$ cat src/rtl/srt4_pkg.sv
// Shared types and constants for the SRT radix-4 divider host controller.
// Covers the FSM states, response status codes and operand byte order.
package srt4_pkg;

    typedef enum logic [2:0] {
        S_IDLE,
        S_LD_HI,
        S_LD_LO,
        S_LD_DIV,
        S_WAIT,
        S_CAP_R,
        S_RESP
    } state_t;

    localparam logic [1:0] ST_OK       = 2'b00;
    localparam logic [1:0] ST_DIV_ZERO = 2'b01;
    localparam logic [1:0] ST_OVERFLOW = 2'b10;
    localparam logic [1:0] ST_TIMEOUT  = 2'b11;

    // Dividend goes out high byte first, then low byte, then the divisor.
    localparam logic OP_HI = 1'b1;
    localparam logic OP_LO = 1'b0;

    function automatic logic [7:0] op_byte(input logic [15:0] dividend, input logic hi);
        return hi ? dividend[15:8] : dividend[7:0];
    endfunction

endpackage

$ cat src/rtl/srt4_host_ctrl_timeout_cnt.sv
// Clear/enable cycle counter for bounding the divider wait.
// The terminal flag is raised while the count sits at TIMEOUT_CYCLES-1.
module srt4_timeout_cnt #(
    parameter int TIMEOUT_CYCLES = 64
) (
    input  logic clk,
    input  logic rst,
    input  logic i_clear,
    input  logic i_enable,
    output logic o_terminal
);
    localparam int CNT_W = $clog2(TIMEOUT_CYCLES + 1);

    logic [CNT_W-1:0] r_count;
    logic             w_terminal;

    assign w_terminal = (r_count == CNT_W'(TIMEOUT_CYCLES - 1));
    assign o_terminal = w_terminal;

    // Holds at terminal so the count never wraps back below the limit.
    always_ff @(posedge clk or posedge rst) begin
        if (rst) begin
            r_count <= '0;
        end else if (i_clear) begin
            r_count <= '0;
        end else if (i_enable && !w_terminal) begin
            r_count <= r_count + CNT_W'(1);
        end
    end

endmodule

$ cat src/rtl/srt4_host_ctrl.sv
// Host-side driver for the SRT radix-4 divider: screens operands, streams them
// byte-serially, collects quotient/remainder and returns them with a status.
module srt4_host_ctrl
    import srt4_pkg::*;
#(
    parameter int TIMEOUT_CYCLES = 64
) (
    input  logic        clk,
    input  logic        rst,
    input  logic        req_valid,
    output logic        req_ready,
    input  logic [15:0] req_dividend,
    input  logic [7:0]  req_divisor,
    output logic        resp_valid,
    input  logic        resp_ready,
    output logic [7:0]  resp_quotient,
    output logic [7:0]  resp_remainder,
    output logic [1:0]  resp_status,
    output logic        beginSignal,
    output logic [7:0]  inbus,
    input  logic [7:0]  outbus,
    input  logic        endSignal
);
    state_t      r_state;
    logic [15:0] r_dividend;
    logic [7:0]  r_divisor;
    logic        r_req_ready;
    logic        r_resp_valid;
    logic [7:0]  r_resp_quotient;
    logic [7:0]  r_resp_remainder;
    logic [1:0]  r_resp_status;
    logic        r_begin;
    logic [7:0]  r_inbus;
    logic        w_expired;

    srt4_timeout_cnt #(
        .TIMEOUT_CYCLES(TIMEOUT_CYCLES)
    ) u_timeout_cnt (
        .clk        (clk),
        .rst        (rst),
        .i_clear    (r_state == S_LD_DIV),
        .i_enable   (r_state == S_WAIT),
        .o_terminal (w_expired)
    );

    always_ff @(posedge clk or posedge rst) begin
        if (rst) begin
            r_state          <= S_IDLE;
            r_dividend       <= '0;
            r_divisor        <= '0;
            r_req_ready      <= 1'b1;
            r_resp_valid     <= 1'b0;
            r_resp_quotient  <= '0;
            r_resp_remainder <= '0;
            r_resp_status    <= ST_OK;
            r_begin          <= 1'b0;
            r_inbus          <= '0;
        end else begin
            case (r_state)
                S_IDLE: begin
                    r_begin <= 1'b0;
                    r_inbus <= '0;
                    if (req_valid && r_req_ready) begin
                        r_dividend  <= req_dividend;
                        r_divisor   <= req_divisor;
                        r_req_ready <= 1'b0;
                        // Quotient only fits in 8 bits when dividend[15:8] < divisor.
                        if (req_divisor == 8'h00) begin
                            r_state          <= S_RESP;
                            r_resp_valid     <= 1'b1;
                            r_resp_status    <= ST_DIV_ZERO;
                            r_resp_quotient  <= 8'hFF;
                            r_resp_remainder <= 8'h00;
                        end else if (req_dividend[15:8] >= req_divisor) begin
                            r_state          <= S_RESP;
                            r_resp_valid     <= 1'b1;
                            r_resp_status    <= ST_OVERFLOW;
                            r_resp_quotient  <= 8'hFF;
                            r_resp_remainder <= 8'h00;
                        end else begin
                            r_state <= S_LD_HI;
                            r_begin <= 1'b1;
                            r_inbus <= op_byte(req_dividend, OP_HI);
                        end
                    end
                end
                S_LD_HI: begin
                    r_state <= S_LD_LO;
                    r_begin <= 1'b0;
                    r_inbus <= op_byte(r_dividend, OP_LO);
                end
                S_LD_LO: begin
                    r_state <= S_LD_DIV;
                    r_inbus <= r_divisor;
                end
                S_LD_DIV: begin
                    r_state <= S_WAIT;
                    r_inbus <= '0;
                end
                S_WAIT: begin
                    if (endSignal) begin
                        r_state         <= S_CAP_R;
                        r_resp_quotient <= outbus;
                    end else if (w_expired) begin
                        r_state          <= S_RESP;
                        r_resp_valid     <= 1'b1;
                        r_resp_status    <= ST_TIMEOUT;
                        r_resp_quotient  <= 8'h00;
                        r_resp_remainder <= 8'h00;
                    end
                end
                S_CAP_R: begin
                    r_state          <= S_RESP;
                    r_resp_valid     <= 1'b1;
                    r_resp_status    <= ST_OK;
                    r_resp_remainder <= outbus;
                end
                S_RESP: begin
                    if (resp_ready) begin
                        r_state      <= S_IDLE;
                        r_resp_valid <= 1'b0;
                        r_req_ready  <= 1'b1;
                    end
                end
                default: begin
                    r_state      <= S_IDLE;
                    r_req_ready  <= 1'b1;
                    r_resp_valid <= 1'b0;
                    r_begin      <= 1'b0;
                    r_inbus      <= '0;
                end
            endcase
        end
    end

    assign req_ready      = r_req_ready;
    assign resp_valid     = r_resp_valid;
    assign resp_quotient  = r_resp_quotient;
    assign resp_remainder = r_resp_remainder;
    assign resp_status    = r_resp_status;
    assign beginSignal    = r_begin;
    assign inbus          = r_inbus;

endmodule

$ cat config.mk
export PLATFORM = sky130hd
export DESIGN_NAME = srt4_host_ctrl
export DESIGN_NICKNAME = d
export VERILOG_FILES = /design/src/rtl/srt4_pkg.sv /design/src/rtl/srt4_host_ctrl_timeout_cnt.sv /design/src/rtl/srt4_host_ctrl.sv
export SDC_FILE = /design/constraint.sdc
export NUM_CORES = 1
export LEC_CHECK = 0
export ABC_AREA = 0
export CAP_MARGIN = 20
export CORE_ASPECT_RATIO = 2
export CORE_UTILIZATION = 49
export DETAILED_ROUTE_END_ITERATION = 10
export HOLD_SLACK_MARGIN = 0.05
export PLACE_DENSITY = 0.79
export SYNTH_ARGS = -nofsm -noshare
export SYNTH_HDL_FRONTEND = slang
export SYNTH_SLANG_ARGS = --single-unit
$ cat constraint.sdc
create_clock -name clk -period 2.35 [get_ports clk]
set_input_delay 0.47 -clock clk [delete_from_list [all_inputs] [get_ports clk]]
set_output_delay 0.47 -clock clk [all_outputs]
set_load 0.01 [all_outputs]
Word-level counts from Yosys, hierarchy flattened
Index checks and enable logic that the tools add are counted.
{"block": "word_totals", "out_inout_bits": 29, "register_bits": 55, "inputBits": 37, "elab_cells": 90}
{"block": "classes", "add_sub_neg": 1, "n_lt_le_gt_ge": 1, "n_bitwise": 2, "n_eq_ne": 13, "mux": 44, "n_reduce_logical": 18}
{"cell": "2-to-1 mux 8 bit", "n": 12}
{"cell": "case mux 8 bit (4 select lines)", "n": 1}
{"cell": "case mux 8 bit (3 select lines)", "n": 1}
{"cell": "case mux 3 bit (7 select lines)", "n": 1}
{"cell": "2-to-1 mux 3 bit", "n": 6}
{"cell": "case mux 8 bit (2 select lines)", "n": 1}
{"cell": "2-to-1 mux 7 bit", "n": 2}
{"cell": "2-to-1 mux 1 bit", "n": 11}
{"cell": "2-to-1 mux 2 bit", "n": 5}
{"cell": "OR reduction 5 bit", "n": 2}
{"cell": "== test 3 bit, second input constant", "n": 3}
{"cell": "greater-or-equal comparator 8 bit", "n": 1}
{"cell": "logical NOT 8 bit", "n": 1}
{"cell": "inequality test 2 bit, second input constant", "n": 4}
{"cell": "adder 7 x 1 -> 7 bit, second input constant", "n": 1}
{"cell": "== test 7 x 6 -> 1 bit, second input constant", "n": 1}
{"cell": "== test 3 x 2 -> 1 bit, second input constant", "n": 2}
{"cell": "inequality test 3 bit, second input constant", "n": 2}
{"cell": "case mux 2 bit (3 select lines)", "n": 1}
{"cell": "AND reduction 3 bit", "n": 2}
{"cell": "AND reduction 6 bit", "n": 1}
{"cell": "OR reduction 3 bit", "n": 2}
{"cell": "case mux 1 bit (5 select lines)", "n": 1}
{"cell": "AND reduction 5 bit", "n": 1}
{"cell": "other kinds (11)", "n": 14}

Longest topological paths before layout
Gate-level depths: netlist of run 1.
{"block": "logic_depth", "depth_word": 5, "depth_mapped": 9, "mapped_depth_nobuf": 8}

Hierarchy
A second synthesis of run 1 with hierarchy kept.
{"block": "unflattened", "cells_unflattened": 263, "area_unflattened_um2": 2762.6}
{"mod": "srt4_host_ctrl", "area_each_um2": 2377.3, "seq_area_each_um2": 1202.4, "cells_each": 224, "n_inst": 1}
{"mod": "srt4_timeout_cnt", "area_each_um2": 385.4, "seq_area_each_um2": 175.2, "cells_each": 39, "n_inst": 1}

Worst setup path after synthesis of run 1
Ideal clock, no wire load.
{"block": "synth_timing", "path_type": "input to register", "start": "in req_dividend[8]", "end": "reg r_resp_status[0], in the netlist resp_status[0]", "arrival_time_ns": 2.217, "required_time_ns": 2.225, "slack_ns": 0.007, "setup_ns": 0.125, "n_path_buf": 1, "cell_stages": 9, "path_cell_list": "inv_1 ha_1 nand2b_1 a21o_1 a211o_2 a21oi_4 a211o_1 buf_6 mux2_4"}
{"block": "synth_via", "elab_chain_cells": 3}
{"item": "start, declared", "line_no": "srt4_host_ctrl.sv:12", "source": "input logic [15:0] req_dividend,"}
{"item": "greater-or-equal comparator 8 bit", "line_no": "srt4_host_ctrl.sv:74", "source": "end else if (req_dividend[15:8] >= req_divisor) begin"}
{"item": "inequality test 3 bit (no line)"}
{"item": "AND reduction 5 bit (no line)"}
{"item": "end signal, assigned", "line_no": "srt4_host_ctrl.sv:71", "source": "r_resp_status <= ST_DIV_ZERO;"}
{"item": "end signal, assigned", "line_no": "srt4_host_ctrl.sv:77", "source": "r_resp_status <= ST_OVERFLOW;"}
{"item": "end signal, assigned", "line_no": "srt4_host_ctrl.sv:107", "source": "r_resp_status <= ST_TIMEOUT;"}
{"item": "end, declared", "line_no": "srt4_host_ctrl.sv:31", "source": "logic [1:0] r_resp_status;"}
Every way passes these cells.
A chain may end at the register's enable or synchronous reset.

Final worst setup path of run 1
{"block": "layout_timing", "start": "in req_divisor[1]", "end": "reg r_resp_status[0], in the netlist resp_status[0]"}
{"block": "layout_via", "elab_chain_cells": 4, "elab_cells_between_ends": 7, "classes_between": "order compare (1); eq/ne (1); mux (3); reduce/logical (2)"}
{"item": "start, declared", "line_no": "srt4_host_ctrl.sv:13", "source": "input logic [7:0] req_divisor,"}
{"item": "parallel branches: the longest is 4 deep, another holds greater-or-equal comparator 8 bit"}
{"item": "end signal, assigned", "line_no": "srt4_host_ctrl.sv:55", "source": "r_resp_status <= ST_OK;"}
{"item": "end signal, assigned", "line_no": "srt4_host_ctrl.sv:71"}
{"item": "end signal, assigned", "line_no": "srt4_host_ctrl.sv:77"}
Parallel ways; which one is timed is not known. The select of a mux whose other input is x is not followed.

==> results of run 1 <==
==> kinds of logic (layout without fill, tap and decap cells) <==
| group | count (synthesis) | in the layout | synth area share |
|---|---|---|---|
| adder cells (fa/ha/maj) | 9 | 9 | 0.0418 |
| AO/OA/AOI/OAI | 70 | 70 | 0.198 |
| AND/OR/NAND/NOR | 64 | 64 | 0.113 |
| XOR/XNOR | 4 | 4 | 0.0130 |
| multiplexers | 18 | 18 | 0.0767 |
| flip-flops | 55 | 55 | 0.512 |
| buffers and inverters | 27 | 116 | 0.0451 |
==> sequential cells by signal, summed over array words and instances (netlist names) <==
| signal | flops |
|---|---|
| req_ready | 1 |
| resp_remainder | 8 |
| r_divisor | 8 |
| resp_valid | 1 |
| r_dividend | 8 |
| inbus | 8 |
| r_state | 3 |
| beginSignal | 1 |
| resp_quotient | 8 |
| u_timeout_cnt.r_count | 7 |
| resp_status | 2 |
==> per-stage QoR <==
stage,util,total power [mW]
6_report,0.711,4.49
5_1_grt,0.711,4.78
4_1_cts,0.700,4.46
3_5_place_dp,0.677,3.81
3_3_place_gp,0.677,3.73
2_1_floorplan,-,2.89
==> placed cells by master, fill, tap and decap left out, types with 2 or more instances in the layout <==
cell type	count
a2bb2oi_1	8
ha_1	9
buf_6	2
o2bb2ai_1	6
and2_1	2
a22o_2	8
nand3_1	2
dlymetal6s2s_1	2
a211oi_1	2
clkbuf_8	5
o21ai_0	7
nor2b_1	2
nor3_1	3
nor2_1	18
mux2_4	2
inv_2	2
dfrtp_1	54
and3_1	2
a21oi_1	17
a221oi_1	8
mux2_2	16
inv_1	12
clkdlybuf4s50_1	63
nand4_1	2
buf_4	27
nand2_1	24
a21o_1	2
xor2_1	3
==> power by group through the flow <==
| stage | logic (mW) | clock network [mW] | registers [mW] |
|---|---|---|---|
| 4_1_cts | 2.12 | 0.639 | 1.71 |
| 2_1_floorplan | 1.14 | 0 | 1.75 |
| 6_report | 2.14 | 0.629 | 1.71 |
| 3_5_place_dp | 2.09 | 0 | 1.72 |
| 5_1_grt | 2.34 | 0.667 | 1.77 |
| 3_3_place_gp | 2.02 | 0 | 1.71 |
==> critical path: stages <==
cell	delay, ns
clkdlybuf4s50_1	0.47
inv_1	0.05
ha_1	0.28
a21o_1	0.16
a211o_2	0.35
a21oi_4	0.17
a211o_1	0.22
mux2_4	0.31
==> final cells by class <==
| cell class | instances | area share |
|---|---|---|
| clock buffer | 5 | 0.0185 |
| clock inverter | 3 | 0.0118 |
| inverter | 14 | 0.0141 |
| multi-input combinational | 165 | 0.329 |
| sequential | 55 | 0.370 |
| tap | 58 | 0.0195 |
| timing repair buffer | 94 | 0.237 |
==> routing by layer <==
metal	vias to the layer above	global-route usage
li1	1072	-
met1	1140	0.273
met2	76	0.458
met3	18	0.0312
met4	0	0.143
met5	-	0
==> what timing repair did <==
item	CTS	global route
pin swaps	3	3
gates cloned	0	0
setup endpoints to repair	28	29
gates resized for setup	2	9
hold buffers	0	0
setup buffers	0	3
==> how the worst min path moves through the flow <==
stage / from / end / slack, ns / depth (start not counted)
global route: req_dividend[8] / inbus[0] / 0.48 / 3
finish: req_dividend[8] / inbus[0] / 0.46 / 3
floorplan: r_dividend[4] / r_dividend[4] / 0.48 / 1
detailed placement: resp_remainder[3] / resp_remainder[3] / 0.49 / 1
global placement: req_ready / req_ready / 0.49 / 2
CTS: rst / inbus[7] / 0.51 / 2
==> results.toml, run 1 <==
[outcome]
status = "finished, final reports clean"

[timing]
worst_slack_ns = 0.0719
whs_ns = 0.464
slew_headroom = 0.501
hold_viol = 0
worst_pin_slew_ns = 0.746
finalSetupViolations = 0
period_share = 0.969
post-route-min-period_ns = 2.28
fin_setup_tns_ns = 0
fin_skew_ns = 0.00252
fmax_mhz = 439
final_max_slew_viol_count = 0
rsz0062_at_grt = "false"

[grt]
grt_pass1_wl_um = 11000
grt_pass1_vias = 2423
antenna_found_initial = 0
overflow = 0
track_usage = 0.258
grt_max_degree = 24

[placement]
port-buffer-count = 65
placed_area_sq_um = 3540
gp_congestion = 0.854
dp.cells = 383
pre_cts_ws_ns = -0.411
hpwl_um = 5130

[worst_setup_path]
worstSetupEndpointType = "flop"
reg2reg_from = "u_timeout_cnt.r_count[0]"
startpoint = "req_divisor[1]"
path_max_fanout = 3
worstPathArrival_ns = 2.48
regToRegSetupSlack_ns = 0.19
timing_worst_setup_path_type = "primary input to flop"
critical_path_required_ns = 2.55
crit_path_end = "resp_status[0]"
r2r-end = "resp_remainder[5]"
ff2ff_path_depth = 8
cp-start-kind = "primary input"

[clocking]
insertion_delay_ns = 0.31
clk_pin_slew_worst_paths_ns = 0.10
cts_buffers = 5
cts_buffer_depth = 2
h-tree-depth = 2
cts_tree = "built"
cts.sinks = 55
root_buffer = "clkbuf_8"

[layout]
diodes = 0
layoutNonFillerInstCount = 394
final_cell_area_sq_um = 3720
nets = 381
seq_area_sq_um = 1380
syn2layout_area_growth_pct = 38.2
nFillCells = 404
layout-drive-gt1-share = 0.232
multiInputGateArea_sq_um = 1220

[synth]
synthCells = 247
avgSynthCellArea_sq_um = 10.9
synth_warnings = 0
synth_edf_count = 0
yosysMostFrequentCell = "dfrtp_1"
syn_nets = 293
syn_area_sq_um = 2690
synthArstFlopShare = 1.00
yosysSeqAreaShare = 0.512
synth_area_leader_cell = "dfrtp_1"
synth_area_leaders = "dfrtp_1, mux2_2, ha_1, nand2_1, a21oi_1"
ys.flop_type = "dfrtp_1"
synth_top_cell_area_share = 0.502
ys_types = 48
synth_common_cells = "dfrtp_1, nand2_1, nor2_1"
ys_seq_elements = 55

[job]
max_cap_violations = 0

[drt]
drt_iter0_markers = 57
route.met2.wl_um = 3860
post_drt_wl_per_cell_um = 17.1
top_layer = "met4"
vias_per_cell = 5.85
vias = 2306
ant_nets = 0
drc = 0
met1Wirelength_um = 2430
drt_wl_total_um = 6750
drt_first_pass_iters = 4
wl_met3_um = 216

[power]
clkPwrFrac = 0.140
power_switching_mw = 1.61
power_density_nw_per_um2 = 1210
pwr-share-comb = 0.478
peakVddDrop_v = 0.000768
pwr-share-seq = 0.382
switching_share = 0.359
internal_power_mw = 2.87
p_leak_nw = 1.67

[floorplan]
placementRows = 37
dieArea_sq_um = 5810
fp.dieH_um = 107
core_sq_um = 5230
ios = 66
initial_core_util = 0.514
die_w_um = 54.4

[min_path]
hold_class = "primary input to flop"
No activity file was read; power rests on OpenSTA's default activity.
==> run 2, diff against run 1 <==
--- a/config.mk
+++ b/config.mk
@@ -10,8 +10,8 @@
 export CORE_ASPECT_RATIO = 2
 export CORE_UTILIZATION = 49
 export DETAILED_ROUTE_END_ITERATION = 10
-export HOLD_SLACK_MARGIN = 0.05
 export PLACE_DENSITY = 0.79
+export SETUP_SLACK_MARGIN = 0.5
 export SYNTH_ARGS = -nofsm -noshare
 export SYNTH_HDL_FRONTEND = slang
 export SYNTH_SLANG_ARGS = --single-unit
==> run 2 against run 1 <==
Net effect:
- setup slack improved by 0.23 ns
- sequential power up 4%
- first-iteration DRC count down 28%
- clock power is 13% lower
- hold slack got worse by 0.076 ns
- via count rose by 2.2%
- sequential share of layout area shrank 2.8 points
- clock-buffer cell count unchanged
- largest power group unchanged
- register-to-register slack gained 0.11 ns
- wire length up 7.1%
==> results.toml, run 2 (same netlist as run 1, synthesis figures left out) <==
[outcome]
status = "finished, final reports clean"

[layout]
nFillCells = 334
post-route-util = 0.772
syn2layout_area_growth_pct = 50.0
final_cell_area_sq_um = 4040
layoutNonFillerInstCount = 401
mostFrequentLayoutCells = "dfrtp_1, clkdlybuf4s50_1, buf_4"
diodes = 0
layout-drive-gt1-share = 0.376
final_common_cell = "dfrtp_1"
nets = 388

[clocking]
insertion_delay_ns = 0.32
cts_buffers = 5
cts_tree = "built"
cts.sinks = 55
cts_buffer_depth = 2
h-tree-depth = 2
root_buffer = "clkbuf_8"
clk_pin_slew_worst_paths_ns = 0.11

[worst_setup_path]
worstSetupEndpointType = "flop"
worstPathArrival_ns = 2.25
path_max_fanout = 8
cp-start-kind = "flop"
regToRegSetupSlack_ns = 0.30
timing_worst_setup_path_type = "flop to flop"
critical_path_required_ns = 2.55
ff2ff_path_depth = 12
r2r-end = "resp_quotient[6]"
reg2reg_from = "u_timeout_cnt.r_count[1]"

[floorplan]
placementRows = 37
die_w_um = 54.4
core_sq_um = 5230
ios = 66
dieArea_sq_um = 5810
fp.dieH_um = 107
initial_core_util = 0.514

[timing]
worst_pin_slew_ns = 0.745
period_share = 0.872
final_max_slew_viol_count = 0
slew_headroom = 0.502
fin_setup_tns_ns = 0
post-route-min-period_ns = 2.05
fin_skew_ns = 0.0108
rsz0062_at_grt = "true"
finalSetupViolations = 0
hold_viol = 0
fmax_mhz = 488

[placement]
gp_congestion = 0.823
dp.cells = 377
placed_area_sq_um = 3540
hpwl_um = 4960
port-buffer-count = 65

[power]
p_leak_nw = 1.77
power_density_nw_per_um2 = 1170
peakVddDrop_v = 0.00111

[drt]
drt_first_pass_iters = 4
ant_nets = 0
vias_per_cell = 5.88
drt_wl_total_um = 7230
vias = 2356
post_drt_wl_per_cell_um = 18.0
drt_iter0_markers = 41
drc = 0

[grt]
grt_max_degree = 30
overflow = 0
antenna_found_initial = 0
grt_pass1_wl_um = 11100
track_usage = 0.260
grt_pass1_vias = 2447

[min_path]
hold_class = "primary input to async pin"

[job]
max_cap_violations = 0
==> run 2: changes by cell type in the layout (fill, tap and decap cells not counted), sizes merged, moves of 2 or more <==
cell           change
dlygate4sd2        +9
dlymetal6s2s       -2
buf                +9
clkdlybuf4s50     -15
clkbuf             +5
==> run 2: layout make-up <==
cell class                 instances  area, sq um  share of cell area
tap                               58         72.6              0.0180
timing repair buffer             101          942               0.233
inverter                          14         60.1              0.0149
sequential                        55         1380               0.342
clock buffer                       5         68.8              0.0170
multi-input combinational        165         1490               0.368
clock inverter                     3         25.0             0.00620
==> run 2: worst max-delay path, cell delays in order, from the launching register on <==
cell and delay [ns]:
dfrtp_1 0.38, ha_2 0.19, nand3_2 0.08, buf_4 0.14
buf_6 0.10, buf_6 0.10, buf_6 0.10, buf_6 0.12
nor3_4 0.19, nor2_4 0.07, buf_6 0.12, nor2_4 0.23
a2bb2oi_1 0.10
==> run 2: worst max-delay path by stage <==
stage / slack, ns / depth (start not counted) / to / startpoint
2_1_floorplan: 0.19 / 8 / resp_status[0] / req_divisor[0]
3_3_place_gp: -0.32 / 9 / resp_status[1] / req_dividend[8]
3_5_place_dp: -0.36 / 9 / resp_status[1] / req_dividend[8]
4_1_cts: 0.28 / 8 / resp_remainder[4] / u_timeout_cnt.r_count[0]
5_1_grt: 0.23 / 8 / resp_remainder[4] / u_timeout_cnt.r_count[0]
6_report: 0.30 / 12 / resp_quotient[6] / u_timeout_cnt.r_count[1]
==> run 2: per-stage QoR <==
step,setup WS [ns],hold WS (ns),total power [mW]
final,0.300,0.388,4.72
after global routing,0.234,0.415,4.97
after CTS,0.280,0.399,4.46
after detailed placement,-0.360,0.487,3.78
after global placement,-0.318,0.482,3.71
after floorplan,0.188,0.481,2.89
==> run 2: routing by layer <==
layer | track usage | routed length [um] | up-vias
met3 | 0.0298 | 176 | 19
met5 | 0 | 0 | -
met1 | 0.293 | 2730 | 1187
met2 | 0.443 | 4090 | 68
met4 | 0.147 | 236 | 0
li1 | - | - | 1082
==> run 2: where the power goes <==
group          total (mW)  internal, mW  switching (mW)
registers            1.77          1.40           0.375
logic                2.40          1.30            1.09
clock network       0.546         0.214           0.332
total                4.72          2.92            1.80
==> run 2: repair_timing <==
item | 4_1_cts | 5_1_grt
endpoints found under the setup margin | 44 | 52
pin swaps | 14 | 13
resized for setup | 63 | 41
hold buffers | 0 | 0
setup buffers | 10 | 6
==> run 3, diff against run 2 <==
--- a/config.mk
+++ b/config.mk
@@ -9,9 +9,9 @@
 export CAP_MARGIN = 20
 export CORE_ASPECT_RATIO = 2
 export CORE_UTILIZATION = 49
+export CTS_CLUSTER_DIAMETER = 80
 export DETAILED_ROUTE_END_ITERATION = 10
-export PLACE_DENSITY = 0.79
-export SETUP_SLACK_MARGIN = 0.5
+export PLACE_DENSITY = 0.86
 export SYNTH_ARGS = -nofsm -noshare
 export SYNTH_HDL_FRONTEND = slang
 export SYNTH_SLANG_ARGS = --single-unit
==> run 3 against run 2 <==
Net effect:
- fmax decreased by 11%
- wire length decreased by 6.9%
- setup slack got worse by 0.25 ns
- first-iteration DRC count increased by 37%
- final cell count decreased by 4.0%
- non-clock buffer count decreased by 16
- clock power increased by 35%
- clock-buffer cell count increased by 1
- critical endpoint is now resp_remainder[0]
==> results.toml, run 3 (same netlist as run 1, synthesis figures left out) <==
[outcome]
status = "finished, final reports clean"

[drt]
vias = 2263
drt_first_pass_iters = 4
vias_per_cell = 5.88
ant_nets = 0
drt_iter0_markers = 56
drt_wl_total_um = 6740
drc = 0
post_drt_wl_per_cell_um = 17.5

[clocking]
clk_pin_slew_worst_paths_ns = 0.10
cts_setup_buffers = 0
cts_buffers = 5
cts_tree = "built"
cts_buffer_depth = 2
cts.sinks = 55
insertion_delay_ns = 0.31
h-tree-depth = 2
ctsHoldBuffers = 0
root_buffer = "clkbuf_8"

[placement]
gp_congestion = 0.811
dp.cells = 377
port-buffer-count = 65
hpwl_um = 5030
pre_cts_ws_ns = -0.433

[floorplan]
ios = 66
placementRows = 37
dieArea_sq_um = 5810
die_w_um = 54.4
core_sq_um = 5230
fp.dieH_um = 107
initial_core_util = 0.514

[timing]
fin_skew_ns = 0.00287
worst_pin_slew_ns = 0.656
fmax_mhz = 435
final_max_slew_viol_count = 0
post-route-min-period_ns = 2.30
worst_slack_ns = 0.0488
hold_viol = 0
period_share = 0.979
finalSetupViolations = 0
slew_headroom = 0.562

[grt]
overflow = 0
grt_pass1_vias = 2305
track_usage = 0.257
grt_max_degree = 56
grt_pass1_wl_um = 10800
antenna_found_initial = 0

[power]
peakVddDrop_v = 0.000833
p_leak_nw = 1.64
finalPower_mw = 4.55
power_density_nw_per_um2 = 1240

[worst_setup_path]
timing_worst_setup_path_type = "primary input to flop"
crit_buf_inv = 3
critical_path_required_ns = 2.55
path_max_fanout = 9
slowest_delay_ns = 0.42
worstSetupEndpointType = "flop"
regToRegSetupSlack_ns = 0.23
cp-start-kind = "primary input"
crit_family = "buffers and inverters"
crit_chain = "clkdlybuf4s50_1 > buf_4 > nor4_2 > nand2_1 > nand3_1 > a21oi_4 > a211o_1 > buf_6 > a22o_2"
cp_slowest_cell = "clkdlybuf4s50_1"
worstPathArrival_ns = 2.50

[min_path]
hold_class = "primary input to flop"

[layout]
final_common_cell = "clkdlybuf4s50_1"
syn2layout_area_growth_pct = 36.6
nFillCells = 398
mostFrequentLayoutCells = "clkdlybuf4s50_1, dfrtp_1, nand2_1"
layout-drive-gt1-share = 0.202
layoutNonFillerInstCount = 385
post-route-util = 0.703
nets = 372
diodes = 0

[job]
max_cap_violations = 0
-- run 3: cell count changes in the layout (fill, tap and decap cells not counted), moves of 6 or more --
cell / delta
buf_4: -10
buf_6: -6
ha_1: +6
o2bb2ai_2: -7
clkdlybuf4s50_1: +14
o2bb2ai_1: +7
dlygate4sd2_1: -9
-- run 3: power breakdown --
group          internal (mW)  switching [mW]  total, mW
sequential              1.39           0.350       1.74
clock                  0.426           0.310      0.736
combinational           1.14           0.934       2.07
total                   2.96            1.59       4.55
-- run 3: final timing paths --
check,startpoint,to,depth (start not counted)
setup / recovery,req_divisor[7],resp_remainder[0],9
hold / removal,req_divisor[1],r_divisor[1],2
setup reg to reg,u_timeout_cnt.r_count[0],resp_remainder[0],8
hold reg to reg,resp_remainder[5],resp_remainder[5],1
max in group asynchronous,rst,req_ready,3
min in group asynchronous,rst,resp_remainder[7],3
-- run 3: layout make-up --
type | count | area (sq um) | area share
tap | 58 | 72.6 | 0.0197
clock buffer | 6 | 72.6 | 0.0197
clock inverter | 2 | 60.1 | 0.0163
multi-input combinational | 165 | 1210 | 0.329
inverter | 14 | 52.6 | 0.0143
timing repair buffer | 85 | 832 | 0.226
sequential | 55 | 1380 | 0.375
-- run 3: timing repair --
item                                    in CTS  in global routing
gates cloned                                 0                  0
pin swaps                                    5                  5
endpoints found under the setup margin      29                 27
gates resized for setup                      3                  7
-- run 3: layer usage --
metal	GRT usage	vias up	share of wire
met5	0	-	0
met4	0.112	0	0.022
met3	0.0355	15	0.034
met2	0.454	82	0.59
met1	0.287	1113	0.36
li1	-	1053	-
-- run 3: through the flow --
step                      setup TNS (ns)  hold WS [ns]  cell area [sq um]
after floorplan                        0         0.481               2690
after global placement             -9.99         0.485               3510
after detailed placement          -11.36         0.484               3510
after CTS                              0         0.514               3660
after global routing             -0.0150         0.494               3680
final                                  0         0.478               3680
